--- src/rtl/fc_pkg.sv ---
// -----------------------------------------------------------------------------
// fc_pkg
// Shared definitions for the fully connected output-layer post-processing.
//   argmax_state_t : FSM encoding of the argmax classifier (IDLE/SCAN/HOLD)
//   MOST_NEG(w)    : most negative w-bit two's complement value (w <= 64)
//   MAX_POS(w)     : most positive w-bit two's complement value (w <= 64)
// The constant functions return 64-bit patterns; callers cast to their width.
// -----------------------------------------------------------------------------
package fc_pkg;

    typedef enum logic [1:0] {
        IDLE = 2'd0,
        SCAN = 2'd1,
        HOLD = 2'd2
    } argmax_state_t;

    function automatic logic [63:0] MOST_NEG(input int w);
        return 64'(1) << (w - 1);
    endfunction

    function automatic logic [63:0] MAX_POS(input int w);
        return (64'(1) << (w - 1)) - 64'(1);
    endfunction

endpackage

--- src/rtl/argmax_update.sv ---
// -----------------------------------------------------------------------------
// argmax_update
// Combinational top-1/top-2 tracker step: folds one element into the running
// best / second-best pair.
//   i_x       : element being scanned (signed)
//   i_cnt     : position of i_x in the vector
//   i_best    : current maximum
//   i_second  : current second-largest value
//   i_idx     : index of current maximum
//   o_best    : updated maximum
//   o_second  : updated second-largest value
//   o_idx     : updated index of maximum
// A tie with the maximum keeps the earlier index and drags second up to the
// same value, so duplicates of the winner yield a zero margin.
// -----------------------------------------------------------------------------
module argmax_update #(
    parameter int WIDTH = 32,
    parameter int IDX_W = 4
) (
    input  logic signed [WIDTH-1:0] i_x,
    input  logic        [IDX_W-1:0] i_cnt,
    input  logic signed [WIDTH-1:0] i_best,
    input  logic signed [WIDTH-1:0] i_second,
    input  logic        [IDX_W-1:0] i_idx,
    output logic signed [WIDTH-1:0] o_best,
    output logic signed [WIDTH-1:0] o_second,
    output logic        [IDX_W-1:0] o_idx
);

    always_comb begin
        o_best   = i_best;
        o_second = i_second;
        o_idx    = i_idx;
        if (i_x > i_best) begin
            o_second = i_best;
            o_best   = i_x;
            o_idx    = i_cnt;
        end else if (i_x > i_second) begin
            // Also covers i_x == i_best: strict compare above keeps the index.
            o_second = i_x;
        end
    end

endmodule

--- src/rtl/fc_argmax_classifier.sv ---
// -----------------------------------------------------------------------------
// fc_argmax_classifier
// Terminal stage of the inference datapath. Captures one vector of signed
// fully connected outputs, scans it one element per clock and reports the
// winning class, its value and the saturated top-1 minus top-2 margin.
//   clk        : clock, rising edge
//   rst_n      : asynchronous active-low reset
//   in_valid   : in_vec holds a vector
//   in_ready   : block can accept a vector (IDLE only)
//   in_vec     : LENGTH signed WIDTH-bit elements
//   out_valid  : result fields valid (HOLD)
//   out_ready  : consumer accepts the result
//   out_index  : argmax index (lowest index wins ties)
//   out_value  : maximum value
//   out_margin : best - second, saturated to the positive range
// Only one vector is in flight; a new one is accepted only after the result
// has been consumed and the FSM has spent one cycle back in IDLE.
// -----------------------------------------------------------------------------
module fc_argmax_classifier
    import fc_pkg::*;
#(
    parameter  int WIDTH     = 32,
    parameter  int FRAC_BITS = 16,
    parameter  int LENGTH    = 16,
    localparam int IDX_W     = (LENGTH > 1) ? $clog2(LENGTH) : 1
) (
    input  logic                    clk,
    input  logic                    rst_n,
    input  logic                    in_valid,
    output logic                    in_ready,
    input  logic signed [WIDTH-1:0] in_vec [0:LENGTH-1],
    output logic                    out_valid,
    input  logic                    out_ready,
    output logic        [IDX_W-1:0] out_index,
    output logic signed [WIDTH-1:0] out_value,
    output logic signed [WIDTH-1:0] out_margin
);

    // The fixed-point format does not affect ordering; it is only sanity-checked.
    if (LENGTH < 1 || WIDTH < 2 || WIDTH > 64 || FRAC_BITS < 0 || FRAC_BITS >= WIDTH) begin : g_bad_cfg
        $error("fc_argmax_classifier: unsupported WIDTH/FRAC_BITS/LENGTH");
    end

    localparam logic signed [WIDTH-1:0] C_MOST_NEG = WIDTH'(MOST_NEG(WIDTH));
    localparam logic signed [WIDTH-1:0] C_MAX_POS  = WIDTH'(MAX_POS(WIDTH));

    // best - second never goes negative, but can exceed the signed range
    // (e.g. MAX_POS - MOST_NEG), so it is formed one bit wider and clamped.
    function automatic logic signed [WIDTH-1:0] sat_margin(
        input logic signed [WIDTH-1:0] best,
        input logic signed [WIDTH-1:0] second
    );
        logic signed [WIDTH:0] diff;
        diff = {best[WIDTH-1], best} - {second[WIDTH-1], second};
        if (diff > $signed({1'b0, C_MAX_POS}))
            return C_MAX_POS;
        else
            return diff[WIDTH-1:0];
    endfunction

    argmax_state_t           r_state;
    logic signed [WIDTH-1:0] r_vec [0:LENGTH-1];
    logic        [IDX_W-1:0] r_cnt;
    logic        [IDX_W-1:0] r_idx;
    logic signed [WIDTH-1:0] r_best;
    logic signed [WIDTH-1:0] r_second;
    logic                    r_in_ready;
    logic                    r_out_valid;
    logic        [IDX_W-1:0] r_out_index;
    logic signed [WIDTH-1:0] r_out_value;
    logic signed [WIDTH-1:0] r_out_margin;

    logic signed [WIDTH-1:0] w_x;
    logic signed [WIDTH-1:0] w_nbest;
    logic signed [WIDTH-1:0] w_nsecond;
    logic        [IDX_W-1:0] w_nidx;
    logic                    w_last;

    // With a single class there is nothing to scan and no index to decode.
    if (LENGTH > 1) begin : g_sel
        assign w_x = r_vec[r_cnt];
    end else begin : g_one
        assign w_x = r_vec[0];
    end

    assign w_last = (r_cnt == IDX_W'(LENGTH - 1));

    argmax_update #(
        .WIDTH (WIDTH),
        .IDX_W (IDX_W)
    ) u_update (
        .i_x      (w_x),
        .i_cnt    (r_cnt),
        .i_best   (r_best),
        .i_second (r_second),
        .i_idx    (r_idx),
        .o_best   (w_nbest),
        .o_second (w_nsecond),
        .o_idx    (w_nidx)
    );

    always_ff @(posedge clk or negedge rst_n) begin
        if (!rst_n) begin
            r_state      <= IDLE;
            r_cnt        <= '0;
            r_idx        <= '0;
            r_best       <= '0;
            r_second     <= '0;
            r_in_ready   <= 1'b1;
            r_out_valid  <= 1'b0;
            r_out_index  <= '0;
            r_out_value  <= '0;
            r_out_margin <= '0;
            for (int i = 0; i < LENGTH; i++) begin
                r_vec[i] <= '0;
            end
        end else begin
            case (r_state)
                IDLE: begin
                    if (in_valid && r_in_ready) begin
                        for (int i = 0; i < LENGTH; i++) begin
                            r_vec[i] <= in_vec[i];
                        end
                        r_best     <= in_vec[0];
                        r_second   <= C_MOST_NEG;
                        r_idx      <= '0;
                        r_cnt      <= IDX_W'(1);
                        r_in_ready <= 1'b0;
                        if (LENGTH == 1) begin
                            r_state      <= HOLD;
                            r_out_valid  <= 1'b1;
                            r_out_index  <= '0;
                            r_out_value  <= in_vec[0];
                            r_out_margin <= C_MAX_POS;
                        end else begin
                            r_state <= SCAN;
                        end
                    end
                end

                SCAN: begin
                    r_best   <= w_nbest;
                    r_second <= w_nsecond;
                    r_idx    <= w_nidx;
                    if (w_last) begin
                        // Result fields take the post-update values of the last element.
                        r_state      <= HOLD;
                        r_out_valid  <= 1'b1;
                        r_out_index  <= w_nidx;
                        r_out_value  <= w_nbest;
                        r_out_margin <= sat_margin(w_nbest, w_nsecond);
                    end else begin
                        r_cnt <= r_cnt + IDX_W'(1);
                    end
                end

                HOLD: begin
                    if (out_ready) begin
                        r_state     <= IDLE;
                        r_out_valid <= 1'b0;
                        r_in_ready  <= 1'b1;
                    end
                end

                default: begin
                    r_state     <= IDLE;
                    r_out_valid <= 1'b0;
                    r_in_ready  <= 1'b1;
                end
            endcase
        end
    end

    assign in_ready   = r_in_ready;
    assign out_valid  = r_out_valid;
    assign out_index  = r_out_index;
    assign out_value  = r_out_value;
    assign out_margin = r_out_margin;

endmodule

--- config.mk ---
export PLATFORM = sky130hd
export DESIGN_NAME = fc_argmax_classifier
export DESIGN_NICKNAME = d
export VERILOG_FILES = /design/src/rtl/fc_pkg.sv /design/src/rtl/argmax_update.sv /design/src/rtl/fc_argmax_classifier.sv
export SDC_FILE = /design/constraint.sdc
export NUM_CORES = 2
export LEC_CHECK = 0
export ABC_AREA = 1
export CAP_MARGIN = 20
export CORE_MARGIN = 2
export CORE_UTILIZATION = 40
export CTS_BUF_LIST = sky130_fd_sc_hd__clkbuf_8 sky130_fd_sc_hd__clkbuf_16
export DETAILED_ROUTE_END_ITERATION = 16
export GPL_TIMING_DRIVEN = 0
export PLACE_DENSITY_LB_ADDON = 0.15
export SLEW_MARGIN = 10
export SYNTH_ARGS = -nofsm -noshare
export SYNTH_HDL_FRONTEND = slang
export SYNTH_SLANG_ARGS = --single-unit
--- constraint.sdc ---
create_clock -name clk -period 7.07 [get_ports clk]
set_input_delay 1.0605 -clock clk [delete_from_list [all_inputs] [get_ports clk]]
set_output_delay 1.0605 -clock clk [all_outputs]
set_load 0.01 [all_outputs]
# == After elaboration in Yosys (flattened, before gate mapping) ==
# Index checks and enable logic that the tools add are counted.
# W data, S select, Z words.
# classes
addsub,2
mul,0
div_mod_pow,0
order_cmp,4
eq_ne,7
shifts,0
mux,27
bitwise_logic,3
n_reduce_logical,10
# ops
op,count
$mux W32,8
$bmux W32 S4,1
$pmux W32 S2,2
$gt A32 B32 Y1,2
$gt A33 B32 Y1 const B,1
$sub A32 B32 Y33,1
$mux W4,4
$pmux W4 S2,2
$reduce_and A3 Y1,4
$ne A2 B2 Y1 const B,4
$mux W2,3
$pmux W1 S3,2
$pmux W2 S3,1
$reduce_and A2 Y1,3
$ge A5 B5 Y1 const B,1
$not A4 Y5,1
$add A4 B1 Y4 const B,1
$eq A4 B4 Y1 const B,1
$mux W1,4
$eq A2 B1 Y1 const B,1
$eq A2 B2 Y1 const B,1
$logic_not A2 Y1,1
$not A1 Y1,2
$reduce_bool A2 Y1,1
$logic_and A1 B1 Y1,1
# totals
regBits,656
latch_bits,0
ramBits,0
mem_bits_ro,0
inputBits,516
output_inout_bits,70
wordCells,79
mem_count,0

# == Logic depth before layout (Yosys ltp) ==
# depth
ltp_word,10
mapped_depth,48
ltp_nobuf,43

# == By module ==
# From an unflattened synthesis, not the netlist that was laid out.
# unflattened
hier_cells,4725
area_unflattened_um2,34678.3
# by_module_without_submodules
module,instances,cells_each,area_per_inst_um2
fc_argmax_classifier,1,4149,31536.5
argmax_update,1,576,3141.8

# == Least setup slack after synthesis ==
# No wires, ideal clock.
# synth_path
kind,register -> register
start,reg r_cnt[0]
end,reg r_out_margin[17] (netlist: out_margin[17])
arrival_time_ns,5.013
t_required_ns,6.948
setup_slack_ns,1.935
stages_incl_launch_ff,43
n_path_buf,6
period_less_slack_ns,5.135
path_cell_list,dfrtp_1 > buf_2 > buf_2 > buf_2 > buf_1 > nor2_1 > o22ai_1 > o211ai_1 > nand2_1 > ha_1 > nand2_1 > inv_1 > nand3_1 > nor4_2 > nand4_1 > nand3_1 > buf_2 > nand2_1 > [... 7 more ...] > nand2_2 > nand3_2 > nand2_2 > nand2_1 > nand2_2 > nand2_1 > nand2_1 > nand2_1 > nand2_1 > nor2_1 > nand3_1 > nor2_1 > nand3_1 > nand2_1 > inv_1 > nand2_2 > buf_6 > a21oi_2
# synth_via
elab_chain_len,10
word_cells_on_any_way,14
# synth_rtl
element,line_no,rtl
"start, declared",fc_argmax_classifier.sv:63,logic [IDX_W-1:0] r_cnt;
"start signal, assigned",fc_argmax_classifier.sv:153,r_cnt <= r_cnt + IDX_W'(1);
$not A4 Y5 (not written as such),fc_argmax_classifier.sv:81,assign w_x = r_vec[r_cnt];
$bmux W32 S4,fc_argmax_classifier.sv:81,
$mux W32 (not written as such) (2 in series),fc_argmax_classifier.sv:81,
$gt A32 B32 Y1,argmax_update.sv:38,end else if (i_x > i_second) begin
$mux W32,argmax_update.sv:38,
$mux W32,argmax_update.sv:34,if (i_x > i_best) begin
$sub A32 B32 Y33,fc_argmax_classifier.sv:54,"diff = {best[WIDTH-1], best} - {second[WIDTH-1], second};"
$gt A33 B32 Y1,fc_argmax_classifier.sv:55,"if (diff > $signed({1'b0, C_MAX_POS}))"
$mux W32,fc_argmax_classifier.sv:55,
"end signal, assigned",fc_argmax_classifier.sv:151,"r_out_margin <= sat_margin(w_nbest, w_nsecond);"
"end, declared",fc_argmax_classifier.sv:71,logic signed [WIDTH-1:0] r_out_margin;
# Parallel ways exist; a longest one is shown, timed or not. The select of a mux whose other input is x is not followed.
# A chain may end at the register's enable or synchronous reset.

# == Final worst setup path ==
# layout_path
start,reg r_cnt[1]
end,reg r_out_margin[22] (netlist: out_margin[22])
# The elaborated chain is that of the path after synthesis.

==> out/qor_table.md <==
| Step | Result | Value |
| --- | --- | --- |
| status | Run status | finished clean |
| floorplanning | Number of top-level pins | 586 |
| finish | Finished layout cell area | 45100 µm² |
| floorplanning | Die Y-Extent | 296 µm |
| synth | Commonest cells post-synth | 2151 x nand2_1, 655 x dfrtp_1, 383 x nor2_1 |
| synth | Mapped Area | 34200 µm² |
| finish | Final Net Count | 5940 |
| timing | Transition time at the pin with the least slew margin | 1.15 ns |
| cts | Worst-case clock buffer depth | 3 |
| global routing | Total GRT Usage | 37.5% |
| critical path | Type of the setup path with the least slack | register to register |
| global routing | Antenna violations before repair | 4 |
| synth | Combinational family with the most area after synthesis | simple AND/OR/NAND/NOR gates |
| synth | Portion of synthesized cell area occupied by the leading cell type | 47.9% |
| finish | Final core utilization | 53.0% |
| synth | Post-synthesis net count | 5259 |
| synth | Synthesized area divided by synthesized cell count | 7.36 µm² |
| cts | Number of clock sinks | 656 |
| finish | Area growth from synthesis to final layout | 31.8% |
| timing | Count of endpoints failing hold in the final timing report | 0 |
| floorplanning | Number of standard-cell rows in the floorplan | 107 |
| critical path | Biggest fanout along the worst timing path | 10 |
| floorplanning | DIE AREA | 87900 µm² |
| synth | Flip-flop and latch count after synthesis | 656 |
| synth | Syn Inst Count | 4645 |
| synth | Adder-cell share of the synthesized area | 3.61% |
| global routing | Pin count of the biggest net entering global routing | 110 |
| route | Residual DRC | 0 |
| placed design | Cells after DPL | 6383 |
| floorplanning | Initial cell density of the core | 40.2% |
| timing | Min Tclk post-route | 6.83 ns |
| synth | Fraction of registers with async set or reset after synthesis | 100% |
| cts | Clk Latency, worst-skew pair | 0.66 ns |
| synth | Fraction of the mapped netlist area in compound gates | 11.2% |
| synth | Top area cells in the synthesized netlist | dfrtp_1 48%, nand2_1 24%, o21ai_0 4.6% |
| synth | Register area share after synthesis | 48.0% |
| critical path | Cell with the largest stage delay on the worst path | dfrtp_1 |
| timing | Worst-case clock skew | 0.0298 ns |
| critical path | Crit. End Element | register |
| global routing | Via count of the first global-routing pass | 34800 |
| route | TritonRoute pass-1 iters | 8 |
| floorplanning | Area of the placeable core | 85000 µm² |
| placed design | Half-perimeter wire length after placement | 130 mm |
| critical path | Sort of element at the start of the critical path | register |
| critical path | Delay contributed by the slowest stage of the critical path | 0.48 ns |
| worst hold path | Min-delay worst type | input port to asynchronous set/reset pin |
| route | Mean routed wirelength per cell | 25.6 µm |
| critical path | Required time of the critical path | 7.58 ns |
| cts | Root Driver | clkbuf_16 |
| cts | Number of hold-repair buffers added at the cts stage | 0 |
| critical path | Reg2Reg Setup Slack | 0.24 ns |
| synth | Portion of netlist area occupied by mux cells | 0% |
| synth | Dominant cell type by area after synthesis | dfrtp_1 |
| critical path | Crit path arrival time | 7.34 ns |
| timing | Max Transition Viols Final | 0 |
| synth | Number of flops mapped to enable cells by yosys | 0 |
| synth | Simple-gate share of the synthesized area | 31.7% |
| finish | Number of fill cells | 8487 |
| finish | Ratio of cells with drive above 1 in the final layout | 7.30% |
| synth | Xor/xnor share of the synthesized area | 0.0256% |
| global routing | Final global-route overflow total | 0 |
| synth | Number of synthesis warnings | 0 |
| critical path | Cell mode on critical path | nand2_1 |
| route | Starting DRT DRC Count | 3960 |
| synth | Most used DFF post-synth | dfrtp_1 |
| floorplanning | Die W | 296 µm |
| route | Count of nets left with antenna violations after detail routing | 0 |
| placed design | RePlAce Congestion | 1.02 |
| route | Detailed-route wire length | 167 mm |
| placed design | Post-placement cell area | 41700 µm² |
| flow run | Number of max-capacitance violations reported | 0 |
| timing | Ratio of final minimum period to clock period | 96.6% |
| finish | Count of placed standard cells in the final layout, fillers left out | 6532 |
| global routing | First-pass GRT wire length | 234 mm |
| timing | Final setup vio count | 0 |
| cts | # H-tree levels | 3 |
| cts | Clock tree from TritonCTS | yes |
| synth | Most frequently used cell type in the post-synthesis netlist | nand2_1 |
| timing | Worst relative slew slack | 23.4% |
| placed design | Count of input and output buffers | 585 |
| cts | Reg clk slew, reported paths | 0.06 ns |
| timing | Max Fclk | 146 MHz |
| cts | Inserted Clock Buffers | 75 |
| route | Via density per instance | 5.55 |
| route | Total vias in the final route | 36300 |
| synth | Distinct cell type count after synthesis | 39 |
==> flip-flops by register name, summed over array words and instances (netlist names) <==
signal and flops:
out_valid 1, r_state 2, r_best 32, r_cnt 4, in_ready 1, r_second 32
out_value 32, r_idx 4, out_margin 32, r_vec 512, out_index 4
==> layout make-up <==
type	instances	area (µm²)	area share, %
multi-input cells	3512	16400	36.3
clock buffers	88	2070	4.59
well taps	1144	1430	3.18
plain buffers	272	1430	3.18
flip-flops and latches	656	16400	36.4
diodes	1	2.50	0.00555
inverters	205	769	1.71
clock inverters	50	428	0.949
repair buffers	604	6150	13.6
==> per-stage QoR <==
stage | setup WS [ns] | TNS, ns | hold slack [ns]
4_1_cts | 0.00423 | 0 | 0.313
5_1_grt | -0.00451 | -0.00451 | 0.338
2_1_floorplan | 1.94 | 0 | 0.444
3_5_place_dp | -1.25 | -39.05 | 0.459
3_3_place_gp | -25.91 | - | 0.457
6_report | 0.243 | 0 | 0.311
==> per-layer routing <==
layer | track usage [%] | part of all wire, % | vias up
met1 | 45.8 | 37 | 17300
met2 | 59.1 | 45 | 2199
met4 | 26.8 | 8.5 | 6
li1 | - | - | 16300
met3 | 7.88 | 9.9 | 524
met5 | 0 | 0.024 | -
==> final timing paths <==
check | endpoint | from | cells past startpoint
max reg2reg | out_margin[22] | r_cnt[1] | 40
max in group asynchronous | r_vec[411] | rst_n | 4
max | out_margin[22] | r_cnt[1] | 40
min reg2reg | r_vec[417] | r_vec[417] | 2
min in group clk | r_vec[417] | r_vec[417] | 2
min | out_margin[4] | rst_n | 1
==> cells in the final DEF, fill, tap and decap left out, types with 22 or more instances in the layout <==
master,count
nand2_2,28
nand3_1,205
clkbuf_2,29
nand2_1,2126
a21oi_2,31
dfrtp_1,655
clkbuf_16,76
a21oi_1,67
o22ai_1,35
ha_1,96
o21ai_1,22
o221ai_2,34
o211ai_1,40
o221ai_1,58
buf_4,33
clkdlybuf4s50_1,584
o21ai_0,305
inv_1,216
clkbuf_1,152
clkbuf_4,22
nor2_1,382
==> critical path: cells and delay by family, from the launching register on <==
family	cells	cell delay, ns
simple gates	24	3.30
flops	1	0.48
compound gates	3	0.70
fa+ha+maj	3	0.57
buf+inv	10	1.61
==> cell families after synthesis <==
group	after synthesis
buffers and inverters	477
and+or+nand+nor	2788
DFF	656
adders and majority gates	98
AOI/OAI and AO/OA	625
xor gates and xnor gates	1
==> timing repair <==
action | 4_1_cts | 5_1_grt
endpoints found under the setup margin | 32 | 32
endpoints found under the hold margin | 0 | 0
setup buffers | 5 | 5
pin swaps | 4 | 21
gates resized for setup | 154 | 184
Power is not shown: default switching activity piles up to over one toggle a cycle in this logic, so the estimate is an artifact.
